===== config.mk =====
export PLATFORM = sky130hd
export DESIGN_NAME = lsu
export DESIGN_NICKNAME = d
export VERILOG_FILES = /design/src/rtl/lsu_pkg.sv /design/src/rtl/lsu_load_align.sv /design/src/rtl/lsu.sv
export SDC_FILE = /design/constraint.sdc
export NUM_CORES = 1
export LEC_CHECK = 0
export CORE_MARGIN = 4
export CORE_UTILIZATION = 45
export CTS_CLUSTER_SIZE = 40
export DETAILED_ROUTE_END_ITERATION = 8
export DONT_BUFFER_PORTS = 1
export GPL_TIMING_DRIVEN = 0
export SYNTH_ARGS = -nofsm -noshare
export SYNTH_HDL_FRONTEND = slang
export SYNTH_HIERARCHICAL = 1
export SYNTH_SLANG_ARGS = --single-unit

===== constraint.sdc =====
create_clock -name clk -period 4.01 [get_ports clk]
set_clock_uncertainty 0.2 [all_clocks]
set_input_delay 0.802 -clock clk [delete_from_list [all_inputs] [get_ports clk]]
set_output_delay 0.802 -clock clk [all_outputs]
set_load 0.02 [all_outputs]

===== src/rtl/lsu_pkg.sv =====
// Shared LSU types: opcode/funct3 constants, FSM state enum, request payload and access-size helpers.
package lsu_pkg;

   localparam int unsigned XLEN = 32;

   localparam logic [6:0] OP_LOAD  = 7'b0000011;
   localparam logic [6:0] OP_STORE = 7'b0100011;

   localparam logic [2:0] FUNCT3_LB  = 3'b000;
   localparam logic [2:0] FUNCT3_LH  = 3'b001;
   localparam logic [2:0] FUNCT3_LW  = 3'b010;
   localparam logic [2:0] FUNCT3_LBU = 3'b100;
   localparam logic [2:0] FUNCT3_LHU = 3'b101;
   localparam logic [2:0] FUNCT3_SB  = 3'b000;
   localparam logic [2:0] FUNCT3_SH  = 3'b001;
   localparam logic [2:0] FUNCT3_SW  = 3'b010;

   typedef enum logic [1:0] {IDLE, ISSUE, WAIT, RESP} lsu_state_t;

   typedef struct packed {
      logic            is_store;
      logic [2:0]      funct3;
      logic [XLEN-1:0] addr;
      logic [XLEN-1:0] wdata;
   } lsu_req_t;

   // log2 of the access size in bytes; unlisted codes fall back to a word access
   function automatic logic [1:0] size_log2(input logic is_store, input logic [2:0] funct3);
      logic [1:0] sz;
      if (is_store) begin
         case (funct3)
            FUNCT3_SB: sz = 2'd0;
            FUNCT3_SH: sz = 2'd1;
            default:   sz = 2'd2;
         endcase
      end else begin
         case (funct3)
            FUNCT3_LB, FUNCT3_LBU: sz = 2'd0;
            FUNCT3_LH, FUNCT3_LHU: sz = 2'd1;
            default:               sz = 2'd2;
         endcase
      end
      return sz;
   endfunction

   function automatic logic is_misaligned(input logic [1:0] sz, input logic [1:0] lo);
      return ((sz == 2'd1) && lo[0]) || ((sz == 2'd2) && (lo != 2'b00));
   endfunction

   // byte offset within the word with the low bits the access size cannot use cleared
   function automatic logic [1:0] align_off(input logic [1:0] sz, input logic [1:0] lo);
      logic [1:0] off;
      case (sz)
         2'd0:    off = lo;
         2'd1:    off = {lo[1], 1'b0};
         default: off = 2'b00;
      endcase
      return off;
   endfunction

endpackage


===== src/rtl/lsu_load_align.sv =====
// Load lane extraction and sign/zero extension of a memory word.
module load_align
   import lsu_pkg::*;
(
   input  logic [2:0]      funct3,
   input  logic [1:0]      off,
   input  logic [XLEN-1:0] word,
   output logic [XLEN-1:0] data_c
);

   logic [7:0]  byte_c;
   logic [15:0] half_c;

   always_comb begin
      byte_c = 8'(word >> {off, 3'b000});
      half_c = off[1] ? word[31:16] : word[15:0];
      case (funct3)
         FUNCT3_LB:  data_c = {{24{byte_c[7]}}, byte_c};
         FUNCT3_LBU: data_c = {24'b0, byte_c};
         FUNCT3_LH:  data_c = {{16{half_c[15]}}, half_c};
         FUNCT3_LHU: data_c = {16'b0, half_c};
         default:    data_c = word;
      endcase
   end

endmodule


===== src/rtl/lsu.sv =====
// Single-outstanding load/store unit with registered memory strobes.
// Optional LSU_MISALIGN_TRAP_EN: misaligned halfword/word accesses complete at once with resp_misaligned.
module lsu
   import lsu_pkg::*;
#(
   parameter int unsigned MEM_READ_LATENCY = 1
) (
   input  logic            clk,
   input  logic            rst,
   input  logic            req_valid,
   output logic            req_ready,
   input  logic            req_is_store,
   input  logic [2:0]      req_funct3,
   input  logic [XLEN-1:0] req_addr,
   input  logic [XLEN-1:0] req_wdata,
   output logic            resp_valid,
   output logic [XLEN-1:0] resp_rdata,
   output logic            resp_misaligned,
   output logic [XLEN-1:0] mem_addr,
   output logic [XLEN-1:0] mem_wdata,
   output logic [3:0]      mem_wmask,
   output logic            mem_we,
   output logic            mem_re,
   input  logic [XLEN-1:0] mem_rdata
);

   localparam int unsigned CNT_W = 3;

   lsu_state_t      state_q, state_d;
   lsu_req_t        req_q, req_d;
   logic [CNT_W-1:0] cnt_q, cnt_d;
   logic            req_ready_q, req_ready_d;
   logic            resp_valid_q, resp_valid_d;
   logic [XLEN-1:0] resp_rdata_q, resp_rdata_d;
   logic [XLEN-1:0] mem_addr_q, mem_addr_d;
   logic [XLEN-1:0] mem_wdata_q, mem_wdata_d;
   logic [3:0]      mem_wmask_q, mem_wmask_d;
   logic            mem_we_q, mem_we_d;
   logic            mem_re_q, mem_re_d;

   logic            accept_c, trap_c, rd_done_c;
   logic [1:0]      in_sz_c, lat_off_c;
   logic [3:0]      base_mask_c;
   logic [XLEN-1:0] load_data_c;

   assign accept_c  = req_valid && (state_q == IDLE);
   assign in_sz_c   = size_log2(req_is_store, req_funct3);
   assign lat_off_c = align_off(size_log2(req_q.is_store, req_q.funct3), req_q.addr[1:0]);
   assign rd_done_c = (cnt_q == CNT_W'(MEM_READ_LATENCY));

`ifdef LSU_MISALIGN_TRAP_EN
   logic resp_mis_q, resp_mis_d;
   assign trap_c          = accept_c && is_misaligned(in_sz_c, req_addr[1:0]);
   assign resp_misaligned = resp_mis_q;
`else
   assign trap_c          = 1'b0;
   assign resp_misaligned = 1'b0;
`endif

   load_align u_load_align (
      .funct3 (req_q.funct3),
      .off    (lat_off_c),
      .word   (mem_rdata),
      .data_c (load_data_c)
   );

   always_ff @(posedge clk) begin
      if (rst) state_q <= IDLE;
      else     state_q <= state_d;
   end

   always_comb begin
      state_d = state_q;
      case (state_q)
         IDLE:    if (accept_c) state_d = trap_c ? RESP : ISSUE;
         ISSUE:   state_d = req_q.is_store ? RESP : WAIT;
         WAIT:    if (rd_done_c) state_d = RESP;
         RESP:    state_d = IDLE;
         default: state_d = IDLE;
      endcase
   end

   always_comb begin
      req_d        = req_q;
      cnt_d        = cnt_q;
      req_ready_d  = (state_d == IDLE);
      resp_valid_d = (state_d == RESP);
      resp_rdata_d = resp_rdata_q;
      mem_addr_d   = mem_addr_q;
      mem_wdata_d  = mem_wdata_q;
      mem_wmask_d  = 4'b0000;
      mem_we_d     = 1'b0;
      mem_re_d     = 1'b0;
      case (in_sz_c)
         2'd0:    base_mask_c = 4'b0001;
         2'd1:    base_mask_c = 4'b0011;
         default: base_mask_c = 4'b1111;
      endcase
`ifdef LSU_MISALIGN_TRAP_EN
      resp_mis_d = resp_mis_q;
`endif
      case (state_q)
         IDLE: begin
            if (accept_c) begin
               req_d.is_store = req_is_store;
               req_d.funct3   = req_funct3;
               req_d.addr     = req_addr;
               req_d.wdata    = req_wdata;
               cnt_d          = '0;
               resp_rdata_d   = '0;
`ifdef LSU_MISALIGN_TRAP_EN
               resp_mis_d     = trap_c;
`endif
               // strobes are registered here so they appear during the ISSUE cycle
               if (!trap_c) begin
                  mem_addr_d = {req_addr[31:2], 2'b00};
                  mem_we_d   = req_is_store;
                  mem_re_d   = !req_is_store;
                  if (req_is_store) begin
                     mem_wmask_d = 4'(base_mask_c << align_off(in_sz_c, req_addr[1:0]));
                     case (in_sz_c)
                        2'd0:    mem_wdata_d = {4{req_wdata[7:0]}};
                        2'd1:    mem_wdata_d = {2{req_wdata[15:0]}};
                        default: mem_wdata_d = req_wdata;
                     endcase
                  end
               end
            end
         end
         ISSUE: cnt_d = CNT_W'(1);
         WAIT: begin
            if (rd_done_c) resp_rdata_d = load_data_c;
            else           cnt_d = cnt_q + CNT_W'(1);
         end
         RESP:    cnt_d = '0;
         default: ;
      endcase
   end

   always_ff @(posedge clk) begin
      if (rst) begin
         req_q        <= '0;
         cnt_q        <= '0;
         req_ready_q  <= 1'b1;
         resp_valid_q <= 1'b0;
         resp_rdata_q <= '0;
         mem_addr_q   <= '0;
         mem_wdata_q  <= '0;
         mem_wmask_q  <= '0;
         mem_we_q     <= 1'b0;
         mem_re_q     <= 1'b0;
`ifdef LSU_MISALIGN_TRAP_EN
         resp_mis_q   <= 1'b0;
`endif
      end else begin
         req_q        <= req_d;
         cnt_q        <= cnt_d;
         req_ready_q  <= req_ready_d;
         resp_valid_q <= resp_valid_d;
         resp_rdata_q <= resp_rdata_d;
         mem_addr_q   <= mem_addr_d;
         mem_wdata_q  <= mem_wdata_d;
         mem_wmask_q  <= mem_wmask_d;
         mem_we_q     <= mem_we_d;
         mem_re_q     <= mem_re_d;
`ifdef LSU_MISALIGN_TRAP_EN
         resp_mis_q   <= resp_mis_d;
`endif
      end
   end

   assign req_ready  = req_ready_q;
   assign resp_valid = resp_valid_q;
   assign resp_rdata = resp_rdata_q;
   assign mem_addr   = mem_addr_q;
   assign mem_wdata  = mem_wdata_q;
   assign mem_wmask  = mem_wmask_q;
   assign mem_we     = mem_we_q;
   assign mem_re     = mem_re_q;

endmodule


==> summary.md, run 1 <==
| Metric | Value |
|---|---|
| Final period util | 0.6441 |
| Layout cell share with drive strength beyond 1 | 0.1070 |
| YS warnings | 6 |
| Worst Hold End | mem_re$_SDFF_PP0_ |
| Die area | 12920 sq um |
| CP Buf/Inv Count | 2 |
| Post-synth ARST share | 0 |
| Reg2Reg Setup Slack | 1.43 ns |
| Critical path fanouts, max | 10 |
| Synth top area share | 0.4502 |
| Ant. Diodes | 0 |
| Setup WS pre-CTS | 1.469 ns |
| Outcome | finished clean |
| Clock Path Buffers | 2 |
| HP Start | req_is_store |
| Nets@finish | 780 |
| Max H-tree Level | 4 |
| Clock-pin slew on the worst setup and hold paths | 0.06 ns |
| RSZ-0062 raised after global routing | no |
| Die Width | 113.7 um |
| Cell count after synthesis | 650 |
| Boundary Pins | 208 |
| CTS tree | built |
| Start of the worst register-to-register path | req_q[65]$_SDFFE_PP0P_ |
| Reg2reg path depth | 9 |
| Critical setup path kind | reg -> reg |
| Drt pass-1 iters | 6 |
| Worst-margin pin slew | 0.5765 ns |
| Worst-Skew Late Latency | 0.52 ns |
| Starting density of the core | 0.4615 |
| Detail Route Antenna Nets | 0 |
| Finish-stage setup viols | 0 |
| Num CTS Buffers | 17 |
| Largest net degree at the start of global routing | 17 |
| Remaining DRCs | 0 |
| DRT iter0 DRCs | slightly above 400 |
| Fin crit period | 2.583 ns |
| Register area share after synthesis | 0.4502 |
| CP Launch Type | flip-flop |
| F_max | a little under 400 MHz |
| Antenna violations before repair | 0 |
| Clk sinks | 113 |
| Endpoint class of the critical path | flip-flop |
| Slowest-stage cell, CP | dfxtp_1 |
| PostCTS Resize Cnt | 0 |
| Root Buffer Master | clkbuf_8 |
| Input/output buffers | 0 |
| Final Worst Setup Slack | 1.427 ns |
| Final wirelength | 15.33 mm |
| Setup TNS | 0 ns |
| WP data required | 4.25 ns |
| Count leader, synth | nand2_1 |
| P_leak | 0.002174 uW |
| Seq cells post-synth | 113 |
| Syn_area_per_cell | 7.730 sq um |
| CP most frequent cell | a21oi_1 |
| Synth area leader | dfxtp_1 |
| Critical Path AT | between 2 and 3 ns |
| Top_reg_cell synth | dfxtp_1 |
| First-pass GRT wire length | 23.89 mm |
| Area contributors post-synth | dfxtp_1, nand2_1, a21oi_1 |
| RR Endpoint | resp_rdata[1]$_SDFFE_PP0P_ |
| Die Y | roughly 110 um |
| Vias per cell | roughly 5.6 |
| RD Place Congestion | 0.9390 |
| DP HPWL | 11.75 mm |
| Number of hold buffers added after CTS | 0 |
| CP Cell Sequence | a21oi_1 > and2_1 > buf_2 > inv_1 > nor2_1 > a22oi_1 > o21ai_0 > nand3_1 > a21oi_1 |
| MaxCap Viol Count | 0 |
| Slew HR | 0.6157 |
| Yosys cell types | 45 |
| PD cells | 740.2 nW/um^2 |
| Drt wl/cell | between 15 and 20 um |
| Synth cell count leaders | nand2_1, dfxtp_1, a21oi_1, nor2_1, nand3_1 |
| Routed vias | around 4.6k |
| Number of global-route vias before repair | ~4.6k |
| Post-CTS setup buffers | 0 |
| Area Overhead vs Synth | 14.52% |
| Post-synth EDFFs | 0 |
| Post-Synthesis Cell Area | approximately 5000 sq um |
| GRT Total Usage | 0.2352 |
| Worst Hold Class | in -> reg |
| Slew Viols, Final | 0 |
| CP peak stage delay | 0.40 ns |
| Remaining Overflow, GRT | 0 |
| CORE AREA | ~11000 sq um |
| Num rows | 38 |
| Max VDD drop | slightly above 0.0004 V |
| Hold path cells | 1 |
| Delay-heaviest family, CP | compound AO/OA/AOI/OAI gates |
| Hold Vio Cnt, Final | 0 |
placed cells by master, fill, tap and decap left out, types with 2 or more instances in the layout:
cell type and instances:
clkbuf_16 16, nor2b_1 7, buf_1 4, nor2_1 38
o21ai_0 13, clkbuf_8 6, inv_1 5, conb_1 3
buf_4 5, and3_1 9, ha_1 6, nand2_1 200
nand3_1 33, a22oi_1 8, clkbuf_1 22, o21a_1 2
nor3_1 3, a21oi_1 97, mux2i_1 6, mux2_2 5
a311oi_1 24, buf_2 20, and2_1 4, dfxtp_1 113
o211ai_1 2, clkinv_2 3, nand2_2 2, buf_6 4
metrics by stage:
stage	area (sq um)	instances	hold slack, ns	util	power (uW)
floorplan	5032	652	0.2317	-	2589
global placement	5207	792	0.2496	0.4783	2877
detailed placement	5207	792	0.2622	0.4783	2907
CTS	5754	822	0.1309	0.5285	4295
global route	5754	822	0.1359	0.5285	4516
finish	5754	822	0.1553	0.5285	4259
cells by family after synthesis:
kind of cell	count (synthesis)	share of synthesized area
fa+ha+maj	6	0.01494
mux	12	0.02764
compound gates	156	0.1902
simple gates	305	0.2590
other cells	1	0.0007463
buf+inv	57	0.05727
flops	113	0.4502
how the worst max path moves through the flow:
stage / from / endpoint / slack (ns) / depth (start not counted)
CTS: req_q[65]$_SDFFE_PP0P_ / resp_rdata[24]$_SDFFE_PP0P_ / 1.46 / 9
global route: req_q[65]$_SDFFE_PP0P_ / resp_rdata[1]$_SDFFE_PP0P_ / 1.22 / 9
detailed placement: req_q[65]$_SDFFE_PP0P_ / resp_rdata[24]$_SDFFE_PP0P_ / 1.47 / 9
finish: req_q[65]$_SDFFE_PP0P_ / resp_rdata[1]$_SDFFE_PP0P_ / 1.43 / 9
global placement: req_q[65]$_SDFFE_PP0P_ / resp_rdata[4]$_SDFFE_PP0P_ / 1.47 / 9
floorplan: mem_rdata[31] / resp_rdata[20]$_SDFFE_PP0P_ / 1.67 / 7
state kept, by name, indices dropped and copies added, names as in the netlist, 2 cells and up:
name        cells
mem_wdata      32
resp_rdata     32
mem_addr       30
req_q           6
mem_wmask       4
cnt_q           3
state_q         2
report_power, final:
part | leakage, uW | internal, uW | switching, uW
combinational | 0.000982 | 440 | 797
sequential | 0.000922 | 1310 | 330
clock | 0.000270 | 892 | 488
total | 0.00217 | 2640 | 1610
layout make-up:
type	count	area, sq um
fill	1082	5134
clock inverter	5	52.55
multi-input combinational	482	2482
inverter	5	18.77
tap	140	175.2
sequential	113	2262
buffer	52	269.0
clock buffer	25	494.2
per-layer routing:
| metal | global-route usage | vias to the layer above | share of wire |
|---|---|---|---|
| met5 | 0 | - | 0 |
| met4 | 0.1050 | 0 | 0.026 |
| met3 | 0.1056 | 34 | 0.12 |
| met2 | 0.3859 | 194 | 0.48 |
| met1 | 0.2628 | 2135 | 0.38 |
| li1 | - | 2240 | - |
Note: power is estimated with default switching activity, not from simulation.
==> inputs of run 2 (changes only) <==
Clock period 4.01 ns to 2.15 ns, I/O delays scaled along.
==> run 2 against run 1 <==
The run now ends with negative setup slack left. First-iteration DRC count is 20% higher. Utilization is 11 points higher. Design area is 20% higher. Maximum frequency is 15% higher. Clock power is 100% higher. Global-route usage is 1.8 points higher. Sequential share of layout area is 6.5 points lower. Worst hold slack worse by 0.14 ns. Sequential cell count stayed put. Largest cell class unchanged.
==> summary.md, run 2 (synthesis results as in run 1) <==
| Metric | Value |
|---|---|
| Outcome | finished with violations |
| Failing checks | negative setup slack |
| Max VDD drop | 0.0006920 V |
| Finish-stage setup viols | 19 |
| Worst Hold Class | in -> reg |
| DRT iter0 DRCs | between 400 and 500 |
| RD Place Congestion | 0.9272 |
| Clk sinks | 113 |
| Delay-heaviest family, CP | simple AND/OR/NAND/NOR gates |
| Number of global-route vias before repair | 5037 |
| Most frequent cells in the layout | nand2_1, dfxtp_1, a21oi_1 |
| Drt pass-1 iters | 6 |
| Remaining Overflow, GRT | 0 |
| Num CTS Buffers | 17 |
| Clock-pin slew on the worst setup and hold paths | 0.06 ns |
| Worst-Skew Late Latency | 0.51 ns |
| Detail Route Antenna Nets | 0 |
| Power Total | about 8600 uW |
| Nets@finish | 873 |
| Slowest-stage cell, CP | mux4_2 |
| Layout cell share with drive strength beyond 1 | 0.1699 |
| PD cells | 1248 nW/um^2 |
| Starting density of the core | 0.4615 |
| Most common cell after layout, fill and taps aside | nand2_1 |
| RSZ-0062 raised after global routing | yes |
| Hold Vio Cnt, Final | 0 |
| CP Buf/Inv Count | 1 |
| WP data required | 2.32 ns |
| Final Worst Setup Slack | -0.09831 ns |
| Die Y | 113.7 um |
| Num rows | 38 |
| FF+latch area | between 2000 and 2500 sq um |
| Filler cells | approximately 960 |
| CTS tree | built |
| Final wirelength | 16.77 mm |
| Worst-margin pin slew | a little under 0.6 ns |
| Die area | approximately 13000 sq um |
| Slew Viols, Final | 0 |
| Vias per cell | 5.551 |
| Antenna violations before repair | 0 |
| CP peak stage delay | 0.51 ns |
| Final period util | 1.046 |
| F_max | approximately 440 MHz |
| Setup WS pre-CTS | -0.2813 ns |
| CP Launch Type | flip-flop |
| Boundary Pins | 208 |
| Critical Path AT | 2.42 ns |
| Ant. Diodes | 0 |
| Root Buffer Master | clkbuf_8 |
| Slew HR | 0.6114 |
| Max H-tree Level | 4 |
| Drt wl/cell | 18.28 um |
| Routed vias | 5090 |
| Die Width | roughly 110 um |
| P_leak | 0.002613 uW |
| Critical path fanouts, max | 4 |
| Clock Path Buffers | 2 |
| Area of the multi-input gates | 2639 sq um |
| Fin crit period | 2.248 ns |
| CP Cell Sequence | a21oi_2 > and3b_2 > mux4_2 > nor3b_4 > o21bai_4 > buf_6 > nand2_2 > nand3_2 > a21oi_1 |
| Remaining DRCs | 0 |
| CORE AREA | 10890 sq um |
| DP HPWL | 11.52 mm |
| GRT Total Usage | 0.2532 |
| Input/output buffers | 0 |
| Endpoint class of the critical path | flip-flop |
| MaxCap Viol Count | 0 |
| First-pass GRT wire length | 25.83 mm |
| Area Overhead vs Synth | 37.43% |
| Largest net degree at the start of global routing | 17 |
| Fin Hold WS | roughly 0.013 ns |
| Critical setup path kind | reg -> reg |
[run 2: changes by cell type in the layout (fill, tap and decap cells not counted), moves of 4 or more]
cell | previous run | this run
buf_6 | 4 | 8
clkbuf_8 | 6 | 2
nand2_1 | 200 | 186
nand3_2 | 0 | 14
clkbuf_1 | 22 | 16
dlygate4sd3_1 | 0 | 86
buf_4 | 5 | 9
clkbuf_2 | 0 | 6
nand3_1 | 33 | 19
clkinv_4 | 0 | 4
a21oi_1 | 97 | 91
a21oi_2 | 1 | 7
nand2_2 | 2 | 16
[run 2: worst min-delay path, stage by stage]
cell     delay (ns)
nand2_1        0.04
o21ai_1        0.07
nand3_1        0.08
a21oi_1        0.06
[run 2: area by class of cell]
type / instances / share of cell area
inverters: 5 / 0.002718
clock buffers: 19 / 0.06251
repair buffers: 93 / 0.1339
well taps: 140 / 0.02537
flip-flops and latches: 113 / 0.3285
plain buffers: 52 / 0.04131
multi-input cells: 482 / 0.3821
clock inverters: 13 / 0.02356
[run 2: path summary, 6_finish.rpt]
kind	start	end	slack, ns	cells past startpoint
worst max-delay path	req_q[67]$_SDFFE_PP0P_	resp_rdata[19]$_SDFFE_PP0P_	-0.1	9
worst min-delay path	mem_rdata[10]	resp_rdata[10]$_SDFFE_PP0P_	0.01	4
worst max register to register	req_q[67]$_SDFFE_PP0P_	resp_rdata[19]$_SDFFE_PP0P_	-0.1	9
worst min register to register	req_q[33]$_SDFFE_PP0P_	req_q[33]$_SDFFE_PP0P_	0.25	2
[run 2: where the power goes]
part | switching [uW] | internal, uW | leakage [uW]
Sequential | 614 | 2450 | 0.000923
Clock | 1000 | 1790 | 0.000284
Combinational | 1710 | 1050 | 0.00141
Total | 3330 | 5290 | 0.00261
[run 2: metrics by stage]
step	TNS [ns]	area, sq um	util	instances
after floorplan	-0.4400	5037	-	652
after global routing	-3.507	6905	0.6342	917
final	-1.195	6905	0.6342	917
after detailed placement	-4.462	5213	0.4787	792
after CTS	-1.277	6822	0.6265	917
after global placement	-3.799	5213	0.4787	792
[run 2: timing repair]
action	in CTS	in global routing
setup buffers	6	0
hold buffers	86	0
endpoints found under the hold margin	90	0
setup endpoints to repair	27	45
gates cloned	1	0
pin swaps	17	6
gates resized for setup	31	33
[run 2: per-layer routing]
layer  share of wire  vias up  GRT usage
li1                -     2430          -
met1            0.39     2391     0.2852
met2            0.50      243     0.4346
met3            0.10       26     0.1003
met4           0.016        0    0.08814
met5               0        -          0
==> inputs of run 3 (changes only) <==
--- a/config.mk
+++ b/config.mk
@@ -6,4 +6,5 @@
 export NUM_CORES = 1
 export LEC_CHECK = 0
+export CORE_ASPECT_RATIO = 0.5
 export CORE_MARGIN = 4
 export CORE_UTILIZATION = 45
@@ -12,4 +13,5 @@
 export DONT_BUFFER_PORTS = 1
 export GPL_TIMING_DRIVEN = 0
+export SLEW_MARGIN = 30
 export SYNTH_ARGS = -nofsm -noshare
 export SYNTH_HDL_FRONTEND = slang
==> constraint.sdc (replaced) <==
create_clock -name clk -period 2.15 [get_ports clk]
set_clock_uncertainty 0.2 [all_clocks]
set_input_delay 0.215 -clock clk [delete_from_list [all_inputs] [get_ports clk]]
set_output_delay 0.215 -clock clk [all_outputs]
set_load 0.02 [all_outputs]
==> run 3 against run 2 <==
The flow still finishes with violations (negative setup slack). Sequential share of layout area shrank 0.70 points. Sequential power barely moved. Highest routed layer unchanged. Die area up 0.79%. Power grew 1.8%. Register-to-register slack worse by 0.02 ns. Critical path depth stayed put. Global-route usage up 1.4 points. Clock power grew 3%. Routed wire length rose by 3.7%.
==> summary.md, run 3 (synthesis results as in run 1) <==
| Metric | Value |
|---|---|
| Clk network pwr share | 0.329 |
| First-pass GRT wire length | 27.20 mm |
| Largest net degree at the start of global routing | 17 |
| Drt wl/cell | 18.63 um |
| Critical path fanouts, max | 5 |
| Reg2reg path depth | 9 |
| Max VDD drop | between 0.0006 and 0.0007 V |
| P_leak | 0.002686 uW |
| CP Launch Type | flip-flop |
| Root Buffer Master | clkbuf_16 |
| Reg power frac | 0.349 |
| Number of global-route vias before repair | 5238 |
| Power Total | 8774 uW |
| Nets@finish | 889 |
| Worst Hold Class | in -> reg |
| Remaining Overflow, GRT | 0 |
| Hold Vio Cnt, Final | 0 |
| Setup TNS | -1.391 ns |
| Num rows | 26 |
| Worst-margin pin slew | approximately 0.60 ns |
| Number of cells after detailed placement | 792 |
| Clk sinks | 113 |
| Fin Hold WS | 0.03065 ns |
| RR Endpoint | resp_rdata[21]$_SDFFE_PP0P_ |
| Combinational fraction of design power | 0.322 |
| Slew HR | 0.5984 |
| Slew Viols, Final | 0 |
| Die Width | 157.4 um |
| Input/output buffers | 0 |
| Sw frac | 0.3825 |
| Reg2Reg Setup Slack | -0.12 ns |
| Most common cell after layout, fill and taps aside | nand2_1 |
| RD Place Congestion | 0.9090 |
| Clock Path Buffers | 2 |
| Fin crit period | 2.269 ns |
| Start of the worst register-to-register path | req_q[66]$_SDFFE_PP0P_ |
| Final Worst Setup Slack | -0.1191 ns |
| Max H-tree Level | 4 |
| Routed vias | 5173 |
| Worst setup endpoint | resp_rdata[21]$_SDFFE_PP0P_ |
| RSZ-0062 raised after global routing | yes |
| Drt pass-1 iters | 6 |
| F_max | 440.7 MHz |
| DRT iter0 DRCs | 356 |
| Area Overhead vs Synth | 40.59% |
| WP data required | ~2.2 ns |
| Outcome | finished with violations |
| Vias per cell | about 5.5 |
| Detail Route Antenna Nets | 0 |
| Final period util | 1.055 |
| GRT Total Usage | 0.2674 |
| MaxCap Viol Count | 0 |
| Failing checks | negative setup slack |
| Die area | 13020 sq um |
| Starting density of the core | 0.4767 |
| Final wirelength | 17.38 mm |
| Finish-stage setup viols | 18 |
| PD cells | 1242 nW/um^2 |
| Worst Setup SP | req_q[66]$_SDFFE_PP0P_ |
| Antenna violations before repair | 0 |
| CTS tree | built |
| Critical Path AT | 2.34 ns |
| Ant. Diodes | 0 |
| Remaining DRCs | 0 |
| Final non-filler cell total | 933 |
| Layout cell share with drive strength beyond 1 | 0.1614 |
| Most frequent cells in the layout | nand2_1, dfxtp_1, dlygate4sd3_1 |
| Die Y | 82.72 um |
| Worst-Skew Late Latency | ~0.4 ns |
| Num CTS Buffers | 17 |
| Boundary Pins | 208 |
| DP HPWL | between 10 and 15 mm |
| Critical setup path kind | reg -> reg |
| Clock-pin slew on the worst setup and hold paths | 0.06 ns |
| Pint | 5418 uW |
| Endpoint class of the critical path | flip-flop |
| Setup WS pre-CTS | -0.3122 ns |
| Sw Pwr | 3356 uW |
| CORE AREA | around 11000 sq um |
[run 3: changes by cell type in the layout (fill, tap and decap cells not counted), sizes merged]
| cell | previous run | this run |
|---|---|---|
| dlygate4sd3 | 86 | 102 |
| clkinvlp | 3 | 1 |
| buf | 37 | 38 |
| clkbuf | 41 | 42 |
[run 3: final cells by class]
| type | count | area (sq um) |
|---|---|---|
| fillers | 881 | 3476 |
| multi-input cells | 482 | 2634 |
| flip-flops and latches | 113 | 2271 |
| repair buffers | 110 | 1089 |
| clock buffers | 21 | 460.4 |
| plain buffers | 51 | 280.3 |
| well taps | 140 | 175.2 |
| clock inverters | 11 | 136.4 |
| inverters | 5 | 18.77 |
[run 3: critical path, stage by stage, from the launching register on]
cell      delay (ns)
dfxtp_4         0.34
a21oi_2         0.11
and3b_2         0.23
mux4_2          0.52
nor3b_4         0.18
o21bai_4        0.19
buf_6           0.16
nand2_1         0.07
nand3_2         0.08
a21oi_2         0.06
[run 3: metal layers]
| layer | routed length, um | track usage | vias up |
|---|---|---|---|
| met5 | 0 | 0 | - |
| met4 | 319 | 0.07124 | 0 |
| met3 | 1738 | 0.1036 | 30 |
| met2 | 8069 | 0.4536 | 232 |
| met1 | 7256 | 0.3221 | 2450 |
| li1 | - | - | 2461 |
[run 3: timing repair]
item	in CTS	in global routing
pin swaps	18	8
endpoints found under the hold margin	107	0
hold buffers	102	0
gates resized for setup	42	20
setup endpoints to repair	26	51
setup buffers	5	2
gates cloned	1	0
[run 3: worst min path at each step]
| stage | to | startpoint | slack (ns) | cells after the start |
|---|---|---|---|---|
| global placement | mem_re$_SDFF_PP0_ | req_is_store | 0.1 | 1 |
| detailed placement | mem_re$_SDFF_PP0_ | req_is_store | 0.1 | 1 |
| global route | resp_rdata[14]$_SDFFE_PP0P_ | mem_rdata[14] | 0.07 | 4 |
| CTS | resp_rdata[14]$_SDFFE_PP0P_ | mem_rdata[14] | 0.02 | 4 |
| floorplan | mem_re$_SDFF_PP0_ | req_is_store | 0.09 | 1 |
| finish | resp_rdata[14]$_SDFFE_PP0P_ | mem_rdata[14] | 0.03 | 4 |
[run 3: stage by stage]
step | cell area, sq um | utilization
global route | 7064 | 0.6702
global placement | 5213 | 0.4945
detailed placement | 5213 | 0.4945
finish | 7064 | 0.6702
CTS | 7009 | 0.6650
floorplan | 5037 | -
[run 3: power by group through the flow]
stage,clock (uW),sequential (uW),combinational (uW)
floorplan,0,3020,1810
global placement,0,3110,2260
detailed placement,0,3120,2290
CTS,2910,3060,2680
global route,3010,3100,3110
finish,2890,3060,2830
